### src/rtl/notify_mwr_tx_if.sv
// -----------------------------------------------------------------------------
// notify_mwr_tx_if
//   Groups the 64-bit TRN transmit interface between a TLP source and the
//   PCIe endpoint block.
//
//   Signals (all active-low controls, TRN naming):
//     trn_td          64  TX data beat
//     trn_trem_n       8  remainder; 8'h00 = both DWs valid, 8'h0F = upper DW only
//     trn_tsof_n       1  start of frame
//     trn_teof_n       1  end of frame
//     trn_tsrc_rdy_n   1  source has a valid beat
//     trn_tsrc_dsc_n   1  source discontinue
//     trn_tdst_rdy_n   1  endpoint accepts the beat
//     trn_tdst_dsc_n   1  endpoint discontinues the frame
//     trn_tbuf_av      4  TX buffer availability per TLP class
//
//   Modports:
//     master - TLP source (drives data/control, observes endpoint status)
//     slave  - endpoint side
// -----------------------------------------------------------------------------
interface notify_mwr_tx_if;
    logic [63:0] trn_td;
    logic [7:0]  trn_trem_n;
    logic        trn_tsof_n;
    logic        trn_teof_n;
    logic        trn_tsrc_rdy_n;
    logic        trn_tsrc_dsc_n;
    logic        trn_tdst_rdy_n;
    logic        trn_tdst_dsc_n;
    logic [3:0]  trn_tbuf_av;

    modport master (
        output trn_td,
        output trn_trem_n,
        output trn_tsof_n,
        output trn_teof_n,
        output trn_tsrc_rdy_n,
        output trn_tsrc_dsc_n,
        input  trn_tdst_rdy_n,
        input  trn_tdst_dsc_n,
        input  trn_tbuf_av
    );

    modport slave (
        input  trn_td,
        input  trn_trem_n,
        input  trn_tsof_n,
        input  trn_teof_n,
        input  trn_tsrc_rdy_n,
        input  trn_tsrc_dsc_n,
        output trn_tdst_rdy_n,
        output trn_tdst_dsc_n,
        output trn_tbuf_av
    );
endinterface

### src/rtl/notify_mwr_tx.sv
// -----------------------------------------------------------------------------
// notify_mwr_tx
//   On a user request, emits one posted 32-bit Memory Write TLP with a 1-DW
//   or 2-DW payload on the 64-bit TRN transmit interface. Used for host
//   status/notification writebacks.
//
//   Ports:
//     trn_clk              TRN clock, everything on the rising edge
//     reset                synchronous active-high reset
//     trn_lnk_up_n         link up (active-low); deasserted link acts as reset
//     cfg_completer_id     {bus,dev,func}, placed in the requester ID field
//     cfg_bus_mstr_enable  a TLP may only start while this is 1
//     notify_req           level request, sampled only while idle
//     notify_addr          host byte address (bits [1:0] ignored)
//     notify_data          payload: [31:0] first DW, [63:32] second DW
//     notify_two_dw        0: 1-DW payload, 1: 2-DW payload
//     notify_ack           one-cycle pulse when the TLP completed or aborted
//     notify_err           qualifies notify_ack: 1 = aborted by the endpoint
//     trn                  TRN TX bus (master side)
//
//   Frame layout (64-bit beats, upper DW first on the wire):
//     beat1: {hdr DW0, hdr DW1}              sof
//     beat2: {address, payload DW0}          eof when 1-DW
//     beat3: {payload DW1, 32'h0}, trem 0F   eof (2-DW only)
// -----------------------------------------------------------------------------
module notify_mwr_tx #(
    parameter logic [2:0] TC         = 3'b000,
    parameter int         BUF_AV_BIT = 1,
    parameter logic [7:0] TAG_INIT   = 8'h00
) (
    input  logic        trn_clk,
    input  logic        reset,
    input  logic        trn_lnk_up_n,
    input  logic [15:0] cfg_completer_id,
    input  logic        cfg_bus_mstr_enable,
    input  logic        notify_req,
    input  logic [31:0] notify_addr,
    input  logic [63:0] notify_data,
    input  logic        notify_two_dw,
    output logic        notify_ack,
    output logic        notify_err,
    notify_mwr_tx_if.master trn
);

    typedef enum logic [2:0] {
        ST_IDLE  = 3'd0,
        ST_BEAT1 = 3'd1,
        ST_BEAT2 = 3'd2,
        ST_BEAT3 = 3'd3,
        ST_ACK   = 3'd4
    } state_t;

    state_t      state_reg;
    logic [7:0]  tag_reg;
    logic [29:0] addr_reg;
    logic [63:0] data_reg;
    logic        two_dw_reg;

    logic [63:0] td_reg;
    logic [7:0]  trem_n_reg;
    logic        tsof_n_reg;
    logic        teof_n_reg;
    logic        tsrc_rdy_n_reg;
    logic        ack_reg;
    logic        err_reg;

    logic        srst;
    logic        start;
    logic        in_beat;
    logic        abort;
    logic        xfer;
    logic        last_beat;
    logic        finish;
    logic [9:0]  hdr_length;
    logic [3:0]  hdr_last_be;
    logic [31:0] hdr_dw0;
    logic [31:0] hdr_dw1;

    // A dropped link behaves exactly like reset.
    assign srst  = reset | trn_lnk_up_n;

    assign start = notify_req & cfg_bus_mstr_enable & trn.trn_tbuf_av[BUF_AV_BIT];

    // Header is built from the live request inputs in the start cycle so beat1
    // can be presented on the very next cycle.
    assign hdr_length  = notify_two_dw ? 10'd2 : 10'd1;
    assign hdr_last_be = notify_two_dw ? 4'hF : 4'h0;
    assign hdr_dw0 = {1'b0, 7'b10_00000, 1'b0, TC, 4'b0000, 1'b0, 1'b0,
                      2'b00, 2'b00, hdr_length};
    assign hdr_dw1 = {cfg_completer_id, tag_reg, hdr_last_be, 4'hF};

    assign in_beat   = (state_reg == ST_BEAT1) || (state_reg == ST_BEAT2) ||
                       (state_reg == ST_BEAT3);
    // Endpoint discontinue wins over a simultaneous destination-ready.
    assign abort     = in_beat & ~trn.trn_tdst_dsc_n;
    assign xfer      = in_beat & trn.trn_tdst_dsc_n & ~tsrc_rdy_n_reg &
                       ~trn.trn_tdst_rdy_n;
    assign last_beat = (state_reg == ST_BEAT3) ||
                       ((state_reg == ST_BEAT2) && !two_dw_reg);
    assign finish    = xfer & last_beat;

    always_ff @(posedge trn_clk) begin
        if (srst) begin
            state_reg      <= ST_IDLE;
            tag_reg        <= TAG_INIT;
            addr_reg       <= '0;
            data_reg       <= '0;
            two_dw_reg     <= 1'b0;
            td_reg         <= '0;
            trem_n_reg     <= 8'h00;
            tsof_n_reg     <= 1'b1;
            teof_n_reg     <= 1'b1;
            tsrc_rdy_n_reg <= 1'b1;
            ack_reg        <= 1'b0;
            err_reg        <= 1'b0;
        end else begin
            ack_reg <= 1'b0;
            err_reg <= 1'b0;
            case (state_reg)
                ST_IDLE: begin
                    if (start) begin
                        addr_reg       <= notify_addr[31:2];
                        data_reg       <= notify_data;
                        two_dw_reg     <= notify_two_dw;
                        td_reg         <= {hdr_dw0, hdr_dw1};
                        trem_n_reg     <= 8'h00;
                        tsof_n_reg     <= 1'b0;
                        teof_n_reg     <= 1'b1;
                        tsrc_rdy_n_reg <= 1'b0;
                        state_reg      <= ST_BEAT1;
                    end
                end

                ST_BEAT1, ST_BEAT2, ST_BEAT3: begin
                    if (abort || finish) begin
                        // Frame over (normally or dropped): bus back to idle.
                        td_reg         <= '0;
                        trem_n_reg     <= 8'h00;
                        tsof_n_reg     <= 1'b1;
                        teof_n_reg     <= 1'b1;
                        tsrc_rdy_n_reg <= 1'b1;
                        ack_reg        <= 1'b1;
                        err_reg        <= abort;
                        state_reg      <= ST_ACK;
                        // An aborted TLP never reached the link, so its tag
                        // is reused by the next request.
                        if (!abort) begin
                            tag_reg <= tag_reg + 8'd1;
                        end
                    end else if (xfer) begin
                        if (state_reg == ST_BEAT1) begin
                            td_reg     <= {addr_reg, 2'b00, data_reg[31:0]};
                            trem_n_reg <= 8'h00;
                            tsof_n_reg <= 1'b0 ^ 1'b1;
                            teof_n_reg <= two_dw_reg;
                            state_reg  <= ST_BEAT2;
                        end else begin
                            td_reg     <= {data_reg[63:32], 32'h0000_0000};
                            trem_n_reg <= 8'h0F;
                            tsof_n_reg <= 1'b1;
                            teof_n_reg <= 1'b0;
                            state_reg  <= ST_BEAT3;
                        end
                    end
                    // No transfer: every beat output holds its value.
                end

                ST_ACK: begin
                    state_reg <= ST_IDLE;
                end

                default: begin
                    state_reg <= ST_IDLE;
                end
            endcase
        end
    end

    assign trn.trn_td         = td_reg;
    assign trn.trn_trem_n     = trem_n_reg;
    assign trn.trn_tsof_n     = tsof_n_reg;
    assign trn.trn_teof_n     = teof_n_reg;
    assign trn.trn_tsrc_rdy_n = tsrc_rdy_n_reg;
    assign trn.trn_tsrc_dsc_n = 1'b1;
    assign notify_ack         = ack_reg;
    assign notify_err         = err_reg;

    // Address is DW aligned and only one buffer-available class matters.
    logic unused_ok;
    assign unused_ok = &{1'b0, notify_addr[1:0], trn.trn_tbuf_av};

endmodule

### src/flat_wrapper.sv
// flat-port wrapper written by rule: the top's interface ports become plain ports
module notify_mwr_tx_flat 
#(
    parameter logic [2:0] TC         = 3'b000,
    parameter int         BUF_AV_BIT = 1,
    parameter logic [7:0] TAG_INIT   = 8'h00
)
  (trn_clk, reset, trn_lnk_up_n, cfg_completer_id, cfg_bus_mstr_enable, notify_req, notify_addr, notify_data, notify_two_dw, notify_ack, notify_err, trn_trn_td, trn_trn_trem_n, trn_trn_tsof_n, trn_trn_teof_n, trn_trn_tsrc_rdy_n, trn_trn_tsrc_dsc_n, trn_trn_tdst_rdy_n, trn_trn_tdst_dsc_n, trn_trn_tbuf_av);
  notify_mwr_tx_if trn_i ();
  input  logic trn_clk;
  input  logic reset;
  input  logic trn_lnk_up_n;
  input  logic [15:0] cfg_completer_id;
  input  logic cfg_bus_mstr_enable;
  input  logic notify_req;
  input  logic [31:0] notify_addr;
  input  logic [63:0] notify_data;
  input  logic notify_two_dw;
  output logic notify_ack;
  output logic notify_err;
  output wire logic [$bits(trn_i.trn_td)-1:0] trn_trn_td;
  output wire logic [$bits(trn_i.trn_trem_n)-1:0] trn_trn_trem_n;
  output wire logic [$bits(trn_i.trn_tsof_n)-1:0] trn_trn_tsof_n;
  output wire logic [$bits(trn_i.trn_teof_n)-1:0] trn_trn_teof_n;
  output wire logic [$bits(trn_i.trn_tsrc_rdy_n)-1:0] trn_trn_tsrc_rdy_n;
  output wire logic [$bits(trn_i.trn_tsrc_dsc_n)-1:0] trn_trn_tsrc_dsc_n;
  input wire logic [$bits(trn_i.trn_tdst_rdy_n)-1:0] trn_trn_tdst_rdy_n;
  input wire logic [$bits(trn_i.trn_tdst_dsc_n)-1:0] trn_trn_tdst_dsc_n;
  input wire logic [$bits(trn_i.trn_tbuf_av)-1:0] trn_trn_tbuf_av;
  assign trn_trn_td = trn_i.trn_td;
  assign trn_trn_trem_n = trn_i.trn_trem_n;
  assign trn_trn_tsof_n = trn_i.trn_tsof_n;
  assign trn_trn_teof_n = trn_i.trn_teof_n;
  assign trn_trn_tsrc_rdy_n = trn_i.trn_tsrc_rdy_n;
  assign trn_trn_tsrc_dsc_n = trn_i.trn_tsrc_dsc_n;
  assign trn_i.trn_tdst_rdy_n = trn_trn_tdst_rdy_n;
  assign trn_i.trn_tdst_dsc_n = trn_trn_tdst_dsc_n;
  assign trn_i.trn_tbuf_av = trn_trn_tbuf_av;
  notify_mwr_tx #(.TC(TC), .BUF_AV_BIT(BUF_AV_BIT), .TAG_INIT(TAG_INIT)) u_core (.trn_clk(trn_clk), .reset(reset), .trn_lnk_up_n(trn_lnk_up_n), .cfg_completer_id(cfg_completer_id), .cfg_bus_mstr_enable(cfg_bus_mstr_enable), .notify_req(notify_req), .notify_addr(notify_addr), .notify_data(notify_data), .notify_two_dw(notify_two_dw), .notify_ack(notify_ack), .notify_err(notify_err), .trn(trn_i));
endmodule
### config.mk
export PLATFORM = sky130hd
export DESIGN_NAME = notify_mwr_tx_flat
export DESIGN_NICKNAME = d
export VERILOG_FILES = /design/src/rtl/notify_mwr_tx_if.sv /design/src/rtl/notify_mwr_tx.sv /design/src/flat_wrapper.sv
export SDC_FILE = /design/constraint.sdc
export NUM_CORES = 1
export LEC_CHECK = 0
export BUFFER_PORTS_ARGS = -buffer_cell sky130_fd_sc_hd__buf_2
export CORE_UTILIZATION = 55
export DETAILED_ROUTE_END_ITERATION = 16
export PLACE_DENSITY = 0.8
export RECOVER_POWER = 50
export SLEW_MARGIN = 20
export SYNTH_ARGS = -nofsm -noshare
export SYNTH_HDL_FRONTEND = slang
export SYNTH_SLANG_ARGS = --single-unit
### constraint.sdc
create_clock -name trn_clk -period 4 [get_ports trn_clk]
set_input_delay 0.4 -clock trn_clk [delete_from_list [all_inputs] [get_ports trn_clk]]
set_output_delay 0.4 -clock trn_clk [all_outputs]
set_load 0.03 [all_outputs]
==> impl_metrics.toml <==
[outcome]
status = "finished with violations"
violations = "capacitance limit, slew limit"

[timing]
setup_viol = 0
hold_viol = 0
maxSlewHeadroom = -0.238
rsz0062_at_grt = "false"
slew_violations = 99
fin_tns_setup_ns = 0
whs_ns = 0.202
fin_skew_ns = 0.00612
period_needed_ns = 3.05
worst_slew_pin_slew_ns = 1.86
fmax_ghz = 0.328
post-route-period-util = 0.763

[clock_network]
insertion_delay_ns = 0.43
postCtsSetupRepairBufs = 0
ctsHtreeMaxLevel = 4
path_clk_slew_ns = 0.06
tritoncts = "built"
cts_buffer_depth = 2
cts-resized-gates = 0
hold_buffers = 0
cts_sinks = 176
root_buffer = "clkbuf_16"
cts_buffers = 17

[route]
ant_nets = 0
vias = 6168
finalWirelength_mm = 16.8
viasPerCell = 5.44
first_iter_violations = 498
wl_per_cell_um = 14.8
drc_errors = 0
drtPass1Iterations = 4

[die]
dieArea_mm2 = 0.0129
io_pins = 202
die_w_um = 114
die_h_um = 114
initial_core_util = 0.567
coreArea_mm2 = 0.0121
rows = 40

[critical_path]
slowest_delay_ns = 1.05
cp.required_ns = 4.31
cp.arrival_ns = 3.36
critical-path-top-delay-family = "compound AO/OA/AOI/OAI gates"
critPathBufInv = 2
critPathLaunchType = "register"
crit_chain = "o21bai_1, buf_4, o22ai_2, clkbuf_2, o21ai_0, nor2_1"
r2r_end = "u_core.trn.trn_td[6]"
r2r_setup_slack_ns = 0.95
end_kind = "register"
cp_max_fo = 34
r2r_cells = 6
slowest_stage = "o21bai_1"
worst_r2r_startpoint = "u_core.state_reg[1]"
path_class = "reg2reg"

[synth]
synth.avg_cell_area_um2 = 8.47
synthCells = 808
synth_ff_type = "dfxtp_1"
synth_cell_types = 53
synth_edf_count = 0
yosysWarningCount = 0
synth_seq_cells = 176
synth.yosys.seq_area_share = 0.515
netlist_area_mm2 = 0.00684
async_flop_share = 0

[cells_and_area]
final_common_cell = "nand2_1"
synthToLayoutAreaGrowth_pct = 21.0
fill_cells = 1058
drive_gt1_frac = 0.170
nets = 1081
layout_common_cells = "nand2_1, dfxtp_1, buf_2, a21oi_1, clkbuf_1"
diodes = 0

[worst_hold_path]
min_path_cells = 3
hold_class = "in2reg"
min_to = "u_core.data_reg[14]"
hp-start = "notify_data[14]"

[global_routing]
grt-ovfl-total = 0
grt_usage = 0.264
grt_start_max_net_pins = 99
antenna_found_initial = 0
grt_pass1_wl_mm = 27.0
grt_pass1_vias = 5604

[placement]
gp_congestion = 0.812
hpwl_mm = 10.3
portBuffers = 191

[power_and_ir_drop]
p_leak_nw = 2.91
ir_worst_vdd_uv = 366
power_density_mw_per_mm2 = 450

[run]
drv_cap = 1
## worst register-to-register path: cells and delay by family (launching register included)
kind            cells  cell delay, ns
flops               1            0.42
buf+inv             2            0.87
simple gates        1            0.07
compound gates      3            1.57
## report_power, final
part	internal (W)	switching, W
Sequential	0.00178	0.0000126
Clock	0.00105	0.000640
Combinational	0.0000859	0.000156
## metrics by stage
stage,utilization,instance area [um^2],worst slack (ns),power (W),cells
detailed placement,0.645,7770,1.65,0.00207,1105
floorplan,-,6850,2.18,0.00198,811
finish,0.686,8280,0.947,0.00372,1134
global placement,0.645,7770,1.68,0.00207,1105
global route,0.686,8280,0.746,0.00385,1134
CTS,0.695,8380,1.64,0.00375,1134
## logic make-up after synthesis
kind of cell,count (synthesis),synth area share
AND/OR/NAND/NOR,327,0.197
AO/OA/AOI/OAI,191,0.182
flip-flops,176,0.515
buffers and inverters,76,0.0530
multiplexers,31,0.0453
XOR/XNOR,4,0.00512
other,2,0.00110
adder cells (fa/ha/maj),1,0.00183
## cell usage after synthesis (all sizes together) (2+ instances only)
cell | instances | area share
nor4 | 2 | 0.0018
or2 | 3 | 0.0027
mux2i | 31 | 0.045
o211a | 2 | 0.0029
conb | 2 | 0.0011
nand2b | 2 | 0.0018
nand2 | 195 | 0.11
or3 | 3 | 0.0027
o41ai | 2 | 0.0026
buf | 32 | 0.029
a31oi | 3 | 0.0027
clkbuf | 43 | 0.024
o21ai | 10 | 0.0073
xnor2 | 3 | 0.0038
nor3 | 32 | 0.023
nor3b | 2 | 0.0029
nand4 | 2 | 0.0018
nand3 | 5 | 0.0037
a221oi | 24 | 0.031
and3 | 2 | 0.0018
a2bb2oi | 30 | 0.038
dfxtp | 176 | 0.51
a211oi | 4 | 0.0044
nor2 | 73 | 0.040
a21oi | 104 | 0.076
## worst max-delay path by stage
stage               cells past startpoint  slack, ns                       from                     to
global placement                        5       1.68        u_core.state_reg[0]  u_core.trn.trn_td[62]
finish                                  6       0.95        u_core.state_reg[1]   u_core.trn.trn_td[6]
CTS                                     5       1.64        u_core.state_reg[0]  u_core.trn.trn_td[50]
global route                            6       0.75        u_core.state_reg[1]   u_core.trn.trn_td[6]
detailed placement                      5       1.65        u_core.state_reg[1]  u_core.trn.trn_td[12]
floorplan                               5       2.18  u_core.trn.trn_tsrc_rdy_n  u_core.trn.trn_td[33]
## routing by layer
metal  part of all wire  wire length (um)  vias up  GRT usage
li1                   -                 -     3056          -
met4              0.018               307        0     0.0886
met5                  0                 0        -          0
met2               0.48              8070      197      0.430
met3              0.068              1150       23     0.0855
met1               0.43              7290     2892      0.331
## final cells by class
cell class	count	area, um^2	share of cell area
Sequential cell	176	3520	0.426
Multi-Input combinational cell	559	3000	0.362
Timing Repair Buffer	201	937	0.113
Clock buffer	23	498	0.0602
Tap cell	168	210	0.0254
Clock inverter	6	105	0.0127
Inverter	1	3.75	0.000454
Note: power is estimated with default switching activity, not from simulation.
